<file path="src/rtl/key_pkg.sv">
// Shared HID keycodes and chord FSM state encoding for the keyboard front end.
package key_pkg;

  localparam logic [7:0] KEY_NONE = 8'h00;
  localparam logic [7:0] KEY_A    = 8'h04;
  localparam logic [7:0] KEY_S    = 8'h16;
  localparam logic [7:0] KEY_K    = 8'h0E;
  localparam logic [7:0] KEY_L    = 8'h0F;

  typedef enum logic [1:0] {
    IDLE,
    WAIT_A,
    WAIT_B,
    LOCK
  } chord_state_t;

endpackage

</file>
<file path="src/rtl/key_hold_counter.sv">
// Per-key saturating count of frames a key has been held; restarts at 0 on
// every fresh press so a new hold never inherits a stale count.
module key_hold_counter #(
  parameter int HOLD_W = 6
) (
  input  logic              Clk,
  input  logic              Reset,
  input  logic              frame_en,
  input  logic              match,
  input  logic              held,
  output logic [HOLD_W-1:0] count
);

  localparam logic [HOLD_W-1:0] CNT_MAX = '1;

  logic [HOLD_W-1:0] cnt_q;
  logic [HOLD_W-1:0] cnt_d;

  // A press edge is match with held still low, so it clears like a release
  always_comb begin
    cnt_d = cnt_q;
    if (!match || !held) begin
      cnt_d = '0;
    end else if (frame_en && (cnt_q != CNT_MAX)) begin
      cnt_d = cnt_q + 1'b1;
    end
  end

  always_ff @(posedge Clk) begin
    if (Reset) begin
      cnt_q <= '0;
    end else begin
      cnt_q <= cnt_d;
    end
  end

  assign count = cnt_q;

endmodule

</file>
<file path="src/rtl/key_event_tracker.sv">
// Keyboard front end: matches configured keycodes against USB slots and
// produces held levels, press/release pulses, hold counts and a two-key chord.
module key_event_tracker
  import key_pkg::*;
#(
  parameter int                     NUM_SLOTS    = 4,
  parameter int                     NUM_KEYS     = 4,
  parameter logic [NUM_KEYS*8-1:0]  KEY_CODES    = {KEY_L, KEY_K, KEY_S, KEY_A},
  parameter int                     HOLD_W       = 6,
  parameter int                     CHORD_A      = 0,
  parameter int                     CHORD_B      = 1,
  parameter int                     CHORD_WINDOW = 2
) (
  input  logic                       Clk,
  input  logic                       Reset,
  input  logic                       frame_en,
  input  logic [NUM_SLOTS*8-1:0]     keycode,
  output logic [NUM_KEYS-1:0]        key_held,
  output logic [NUM_KEYS-1:0]        key_press,
  output logic [NUM_KEYS-1:0]        key_release,
  output logic [NUM_KEYS*HOLD_W-1:0] hold_frames,
  output logic                       chord
);

  localparam int               WIN_W       = $clog2(CHORD_WINDOW + 2);
  localparam logic [WIN_W-1:0] WIN_LIMIT   = WIN_W'(CHORD_WINDOW);
  localparam logic [WIN_W-1:0] WIN_TIMEOUT = WIN_W'(CHORD_WINDOW + 1);

  if ((CHORD_A == CHORD_B) || (CHORD_A < 0) || (CHORD_B < 0) ||
      (CHORD_A >= NUM_KEYS) || (CHORD_B >= NUM_KEYS)) begin : g_bad_chord
    $error("key_event_tracker: CHORD_A/CHORD_B must be distinct valid key indices");
  end

  logic [NUM_KEYS-1:0] match;
  logic [NUM_KEYS-1:0] key_held_q, key_held_d;
  logic [NUM_KEYS-1:0] key_press_q, key_press_d;
  logic [NUM_KEYS-1:0] key_release_q, key_release_d;
  chord_state_t        state_q, state_d;
  logic [WIN_W-1:0]    win_q, win_d;
  logic [WIN_W-1:0]    win_inc;
  logic                chord_q, chord_d;
  logic                press_a, press_b, held_a, held_b;

  // An unused (8'h00) key code must never match an empty slot
  always_comb begin
    match = '0;
    for (int i = 0; i < NUM_KEYS; i++) begin
      for (int s = 0; s < NUM_SLOTS; s++) begin
        if ((KEY_CODES[8*i +: 8] != KEY_NONE) &&
            (keycode[8*s +: 8] == KEY_CODES[8*i +: 8])) begin
          match[i] = 1'b1;
        end
      end
    end
  end

  always_comb begin
    key_held_d    = match;
    key_press_d   = match & ~key_held_q;
    key_release_d = ~match & key_held_q;
  end

  assign press_a = key_press_q[CHORD_A];
  assign press_b = key_press_q[CHORD_B];
  assign held_a  = key_held_q[CHORD_A];
  assign held_b  = key_held_q[CHORD_B];
  assign win_inc = win_q + WIN_W'(frame_en);

  // Chord detector works off registered pulses, so a chord lags its press by one cycle
  always_comb begin
    state_d = state_q;
    win_d   = win_q;
    chord_d = 1'b0;
    case (state_q)
      IDLE: begin
        if (press_a && press_b) begin
          chord_d = 1'b1;
          state_d = LOCK;
        end else if (press_a) begin
          state_d = WAIT_B;
          win_d   = '0;
        end else if (press_b) begin
          state_d = WAIT_A;
          win_d   = '0;
        end
      end
      WAIT_B: begin
        if (press_b && (win_q <= WIN_LIMIT)) begin
          chord_d = 1'b1;
          state_d = LOCK;
        end else if (!held_a || (win_inc == WIN_TIMEOUT)) begin
          state_d = IDLE;
          win_d   = '0;
        end else begin
          win_d = win_inc;
        end
      end
      WAIT_A: begin
        if (press_a && (win_q <= WIN_LIMIT)) begin
          chord_d = 1'b1;
          state_d = LOCK;
        end else if (!held_b || (win_inc == WIN_TIMEOUT)) begin
          state_d = IDLE;
          win_d   = '0;
        end else begin
          win_d = win_inc;
        end
      end
      LOCK: begin
        if (!held_a && !held_b) begin
          state_d = IDLE;
        end
      end
      default: begin
        state_d = IDLE;
        win_d   = '0;
      end
    endcase
  end

  always_ff @(posedge Clk) begin
    if (Reset) begin
      key_held_q    <= '0;
      key_press_q   <= '0;
      key_release_q <= '0;
      state_q       <= IDLE;
      win_q         <= '0;
      chord_q       <= 1'b0;
    end else begin
      key_held_q    <= key_held_d;
      key_press_q   <= key_press_d;
      key_release_q <= key_release_d;
      state_q       <= state_d;
      win_q         <= win_d;
      chord_q       <= chord_d;
    end
  end

  for (genvar i = 0; i < NUM_KEYS; i++) begin : g_hold
    key_hold_counter #(
      .HOLD_W(HOLD_W)
    ) u_hold (
      .Clk      (Clk),
      .Reset    (Reset),
      .frame_en (frame_en),
      .match    (match[i]),
      .held     (key_held_q[i]),
      .count    (hold_frames[i*HOLD_W +: HOLD_W])
    );
  end

  assign key_held    = key_held_q;
  assign key_press   = key_press_q;
  assign key_release = key_release_q;
  assign chord       = chord_q;

endmodule

</file>
<file path="config.mk">
export PLATFORM = sky130hd
export DESIGN_NAME = key_event_tracker
export DESIGN_NICKNAME = d
export VERILOG_FILES = /design/src/rtl/key_pkg.sv /design/src/rtl/key_hold_counter.sv /design/src/rtl/key_event_tracker.sv
export SDC_FILE = /design/constraint.sdc
export NUM_CORES = 1
export LEC_CHECK = 0
export BUFFER_PORTS_ARGS = -buffer_cell sky130_fd_sc_hd__buf_2
export CORE_MARGIN = 10
export CORE_UTILIZATION = 50
export CTS_CLUSTER_DIAMETER = 150
export DETAILED_ROUTE_END_ITERATION = 7
export PLACE_DENSITY = 0.88
export SLEW_MARGIN = 20
export SYNTH_ARGS = -nofsm -noshare
export SYNTH_HDL_FRONTEND = slang
export SYNTH_HIERARCHICAL = 1
export SYNTH_SLANG_ARGS = --single-unit
</file>
<file path="constraint.sdc">
create_clock -name Clk -period 3.2 [get_ports Clk]
set_input_delay 0.32 -clock Clk [delete_from_list [all_inputs] [get_ports Clk]]
set_output_delay 0.32 -clock Clk [all_outputs]
set_load 0.05 [all_outputs]
</file>
# ---- Yosys cells after proc, flatten, opt, wreduce, memory -nomap -nowiden
# Cells that the tools add are included.
dict set report word_totals {
  ff_bits 41
  latch_bits 0
  ram_bits 0
  mem_bits_ro 0
  n_memories 0
}
dict set report op_classes {
  addsub 5
  multipliers 0
  div 0
  n_lt_le_gt_ge 1
  eq_ne 32
  n_shift 0
  n_mux 37
  n_bitwise 4
  n_reduce_logical 30
}
# op n
set ops {}
lappend ops {{== test 8 x 4 -> 1 bit (second input constant)} 8}
lappend ops {{== test 8 x 3 -> 1 bit (second input constant)} 4}
lappend ops {{== test 8 x 5 -> 1 bit (second input constant)} 4}
lappend ops {{2-to-1 mux 2 bit} 15}
lappend ops {{adder 6 x 1 -> 6 bit (second input constant)} 4}
lappend ops {{inequality test 6 bit (second input constant)} 4}
lappend ops {{2-to-1 mux 1 bit} 19}
lappend ops {{inequality test 3 bit (second input constant)} 3}
lappend ops {{bitwise AND 4 bit} 2}
lappend ops {{logical AND 1 bit} 8}
lappend ops {{zero test 1 bit} 8}
lappend ops {{inequality test 2 bit (second input constant)} 4}
lappend ops {{NOT 4 bit} 2}
lappend ops {{case mux 2 bit (4 select lines)} 1}
lappend ops {{OR reduction 2 bit} 4}
lappend ops {{== test 2 bit (second input constant)} 3}
lappend ops {{logical OR 1 bit} 6}
lappend ops {{case mux 2 bit (3 select lines)} 1}
lappend ops {{AND reduction 5 bit} 1}
lappend ops {{inequality test 4 bit (second input constant)} 1}
lappend ops {{AND reduction 4 bit} 1}
lappend ops {{case mux 1 bit (3 select lines)} 1}
lappend ops {{nonzero test 3 bit} 1}
lappend ops {{adder 2 x 1 -> 2 bit} 1}
lappend ops {{3 further kinds} 3}

# ---- Logic depth before layout (Yosys ltp)
dict set report logic_depth {
  depth_word 8
  ltp_mapped 7
}

# ---- Cells and area by module
# Netlist, hierarchy kept.
# mod instances cells_each area_per_inst_um2
set by_module_without_submodules {}
lappend by_module_without_submodules {key_hold_counter 4 33 302.8}
lappend by_module_without_submodules {key_event_tracker 1 118 1091.0}

# ---- Worst setup path before layout
# No wires, ideal clock.
dict set report synth_timing {
  path_type {input port to flip-flop}
  from {in keycode[29]}
  to {reg g_hold[2].u_hold.cnt_q[3]}
  setup_ns 0.074
  t_arrival_ns 1.793
  required_ns 3.126
  slack_ns 1.332
  path_stages 7
  path_buffers 0
  cell_sequence {or4b_1 nor3_2 a2111oi_2 inv_1 and3b_1 o21ai_0 a31oi_1}
}
dict set report synth_between {
  elab_chain_cells 5
}
# item line
set synth_rtl {}
lappend synth_rtl {{start: declaration} key_event_tracker.sv:17} ;# input logic [NUM_SLOTS*8-1:0] keycode,
lappend synth_rtl {{== test 8 x 4 -> 1 bit} key_event_tracker.sv:50} ;# (keycode[8*s +: 8] == KEY_CODES[8*i +: 8])) begin
lappend synth_rtl {{2-to-1 mux 1 bit} key_event_tracker.sv:49} ;# if ((KEY_CODES[8*i +: 8] != KEY_NONE) &&
lappend synth_rtl {{named net key_held_d[2]} key_event_tracker.sv:35} ;# logic [NUM_KEYS-1:0] key_held_q, key_held_d;
lappend synth_rtl {{zero test 1 bit} key_hold_counter.sv:22} ;# if (!match || !held) begin
lappend synth_rtl {{logical OR 1 bit} key_hold_counter.sv:22}
lappend synth_rtl {{OR reduction 2 bit (no source line)} --}
lappend synth_rtl {{end signal: assignment} key_hold_counter.sv:33} ;# cnt_q <= cnt_d;
lappend synth_rtl {{end: declaration} key_hold_counter.sv:16} ;# logic [HOLD_W-1:0] cnt_q;
# The timed path passes the listed nets, and every way through them passes these cells.
# A chain may end at the register's enable or synchronous reset.

# ---- Worst setup path after layout
dict set report layout_timing {
  from {reg state_q[1]}
  to {reg win_q[1]}
}
dict set report layout_between {
  elab_chain_cells 3
  word_cells_on_any_way 10
  classes_between {6 x eq/ne; 1 x mux; 3 x reduce/logical}
}
# item line
set layout_rtl {}
lappend layout_rtl {{start: declaration} key_event_tracker.sv:38} ;# chord_state_t state_q, state_d;
lappend layout_rtl {{start signal: assignment} key_event_tracker.sv:133} ;# state_q <= state_d;
lappend layout_rtl {{== test 2 x 1 -> 1 bit, or another cell as far along} key_event_tracker.sv:74} ;# case (state_q)
lappend layout_rtl {{inequality test 2 bit (no source line), or another cell as far along} --}
lappend layout_rtl {{AND reduction 5 bit (no source line)} --}
lappend layout_rtl {{end signal: assignment} key_event_tracker.sv:134} ;# win_q <= win_d;
lappend layout_rtl {{end: declaration} key_event_tracker.sv:39} ;# logic [WIN_W-1:0] win_q, win_d;
# Several ways; a longest one is shown, not always the timed one.

==> flow_metrics.tcl <==
set metrics [dict create \
    synth_most_common_cell "dfxtp_1" \
    wl_per_cell_um 15.1 \
    ff2ff_path_depth 6 \
    seq_area_frac_synth_pct 35.7 \
    drtIter0Drc 87 \
    core_area_um2 4410 \
    period_share_pct 59.5 \
    hpwl_mm 4.58 \
    diodes 0 \
    die_h_um 87.9 \
    path_max_fanout 5 \
    vias_per_cell 5.85 \
    ctsRootBufferMaster "clkbuf_8" \
    holdPathStages 3 \
    dominantRegCellSynth "dfxtp_1" \
    final.min_clock_period_ns 1.90 \
    io_buffers 71 \
    slew_viol_final 0 \
    post_cts_buffers 0 \
    met3_length_um 531 \
    cts.sinks 41 \
    rsz0062_at_grt "false" \
    layout-drive-gt1-share_pct 31.1 \
    cts_buffers 5 \
    setup-violations-final 0 \
    grt-ovfl-total 0 \
    antenna_found_initial 0 \
    setup_tns_ns 0 \
    synth_cell_type_count 42 \
    holdWs_ns 0.376 \
    vias 2223 \
    initial_utilization_pct 52.2 \
    grt_max_degree 22 \
    power_density_nw_per_um2 342 \
    track_usage_pct 15.7 \
    tightest_slew_ns 0.683 \
    postCtsHoldBufs 0 \
    synth.avg_cell_area_um2 9.21 \
    pre_cts_slack_ns 1.08 \
    dr.pass1.iters 4 \
    p_leak_nw 1.21 \
    routed.top_layer "met4" \
    nets 373 \
    yosys.area.top_type "dfxtp_1" \
    wl_met1_mm 2.40 \
    slew_headroom_pct 54.0 \
    yosysWarningCount 6 \
    ys_ff_latch 41 \
    clock_path_buffers 2 \
    fill_cells 360 \
    ios 72 \
    finalHoldViolCount 0 \
    finalClockSkew_ns 0.00257 \
    fmaxAchievable_ghz 0.525 \
    finalWeightedCongestion 0.838 \
    syn_inst 250 \
    grt_pass1_wl_mm 9.94 \
    syn2layout_area_growth_pct 21.8 \
    cp.arrival_ns 2.10 \
    status "completed" \
    end_kind "flip-flop" \
    clk_pin_slew_ns 0.08 \
    power_uw 958 \
    clock_latency_ns 0.29 \
    yosysTopAreaCellShare_pct 35.7 \
    max_cap_violations 0 \
    grt_pass1_vias 2306 \
    remaining_drc_errors 0 \
    ys_top_cells_by_count "dfxtp_1, nand2_1, inv_1, a31oi_1, nand3_1" \
    setup_slack_ns 1.30 \
    syn_nets 296 \
    cts_tree "yes" \
    ff2ff_setup_slack_ns 1.30 \
    routed_wl_mm 5.72 \
    crit_required_ns 3.39 \
    cts_resized 0 \
    synth-edff-count 0 \
    async_reset_ff_share_pct 0 \
    die-area_um2 7720 \
    path_class "reg2reg" \
    routed-wl-met2_mm 2.63 \
    syn_area_um2 2300 \
    critPathLaunchType "flip-flop" \
    rows 24 \
    final_antenna_net_count 0 \
    htree_levels 2 \
    die_w_um 87.9 \
    irDropWorstVdd_v 0.000186 \
    ys_top_cells_by_area "dfxtp_1, ha_1, mux2i_1, nand2_1, nor4b_2" \
    hp-class "in2reg" \
]
==> flip-flops by register name, summed over array words and instances, names as in the netlist <==
signal and flops:
key_press 4, key_held 4, g_hold.u_hold/count 24, win_q 2, state_q 2, key_release 4, chord 1
==> per-stage QoR <==
stage | std cells | utilization (%) | area [um2]
finish | 380 | 63.5 | 2800
global route | 380 | 63.5 | 2800
CTS | 380 | 63.5 | 2800
detailed placement | 372 | 61.6 | 2720
global placement | 372 | 61.6 | 2720
floorplan | 250 | - | 2300
==> kinds of logic (layout without fill, tap and decap cells) <==
kind of cell             count (synthesis)  after routing  share of synthesized area (%)
flip-flops                              41             41                           35.7
buffers and inverters                   17             95                           2.83
multiplexers                            11             11                           4.78
adder cells (fa/ha/maj)                 11             11                           5.98
XOR/XNOR                                 2              2                          0.761
AO/OA/AOI/OAI                           48             48                           14.7
AND/OR/NAND/NOR                        120            120                           35.3
==> critical path, cell delays in order, from the launching register on <==
cell	delay [ns]
dfxtp_1	0.40
inv_1	0.10
ha_1	0.22
a22o_1	0.28
a221oi_2	0.37
o21ai_0	0.16
a32o_1	0.27
==> power by group <==
part / internal (mW) / switching (mW)
Sequential: 0.514 / 0.00588
Combinational: 0.0503 / 0.0607
Clock: 0.151 / 0.175
==> cell type report <==
class / count / area [um2] / area share, %
clock buffer: 6 / 72.6 / 2.59
inverter: 15 / 56.3 / 2.01
sequential: 41 / 821 / 29.3
clock inverter: 2 / 10.0 / 0.357
tap: 52 / 65.1 / 2.32
timing repair buffer: 72 / 363 / 12.9
multi-input combinational: 192 / 1420 / 50.5
==> cells in the final DEF (no fill, tap or decap), types with 3 or more instances in the layout <==
cell,netlist,layout
nand3_1,12,12
nor4_1,6,6
o31ai_1,4,4
a31oi_1,13,13
nor4b_2,7,7
buf_2,0,71
nand2b_1,7,7
o21a_1,5,5
a21oi_1,8,8
nand3b_1,6,6
nand4_1,4,4
and4_4,4,4
nand2_1,28,28
nor2_1,8,8
dfxtp_1,41,41
nor3_2,5,5
nor3_1,11,11
and3_1,4,4
and4bb_1,4,4
clkbuf_8,0,5
or4b_4,3,3
o21ai_0,5,5
inv_1,15,15
ha_1,11,11
and3b_1,4,4
mux2i_1,11,11
==> layer usage <==
metal / track usage (%) / vias up
li1: - / 1102
met1: 16.4 / 1024
met3: 6.50 / 11
met4: 7.54 / 0
met5: 0 / -
met2: 26.5 / 86
==> final timing paths <==
path	start	end
setup / recovery	state_q[1]$_SDFFE_PP0P_	win_q[1]$_SDFFE_PP0P_
hold reg to reg	g_hold[0].u_hold/count[1]$_SDFFE_PP0P_	g_hold[0].u_hold/count[1]$_SDFFE_PP0P_
setup reg to reg	state_q[1]$_SDFFE_PP0P_	win_q[1]$_SDFFE_PP0P_
hold / removal	keycode[24]	key_held[3]$_SDFF_PP0_
Note: power is estimated with default switching activity, not from simulation.
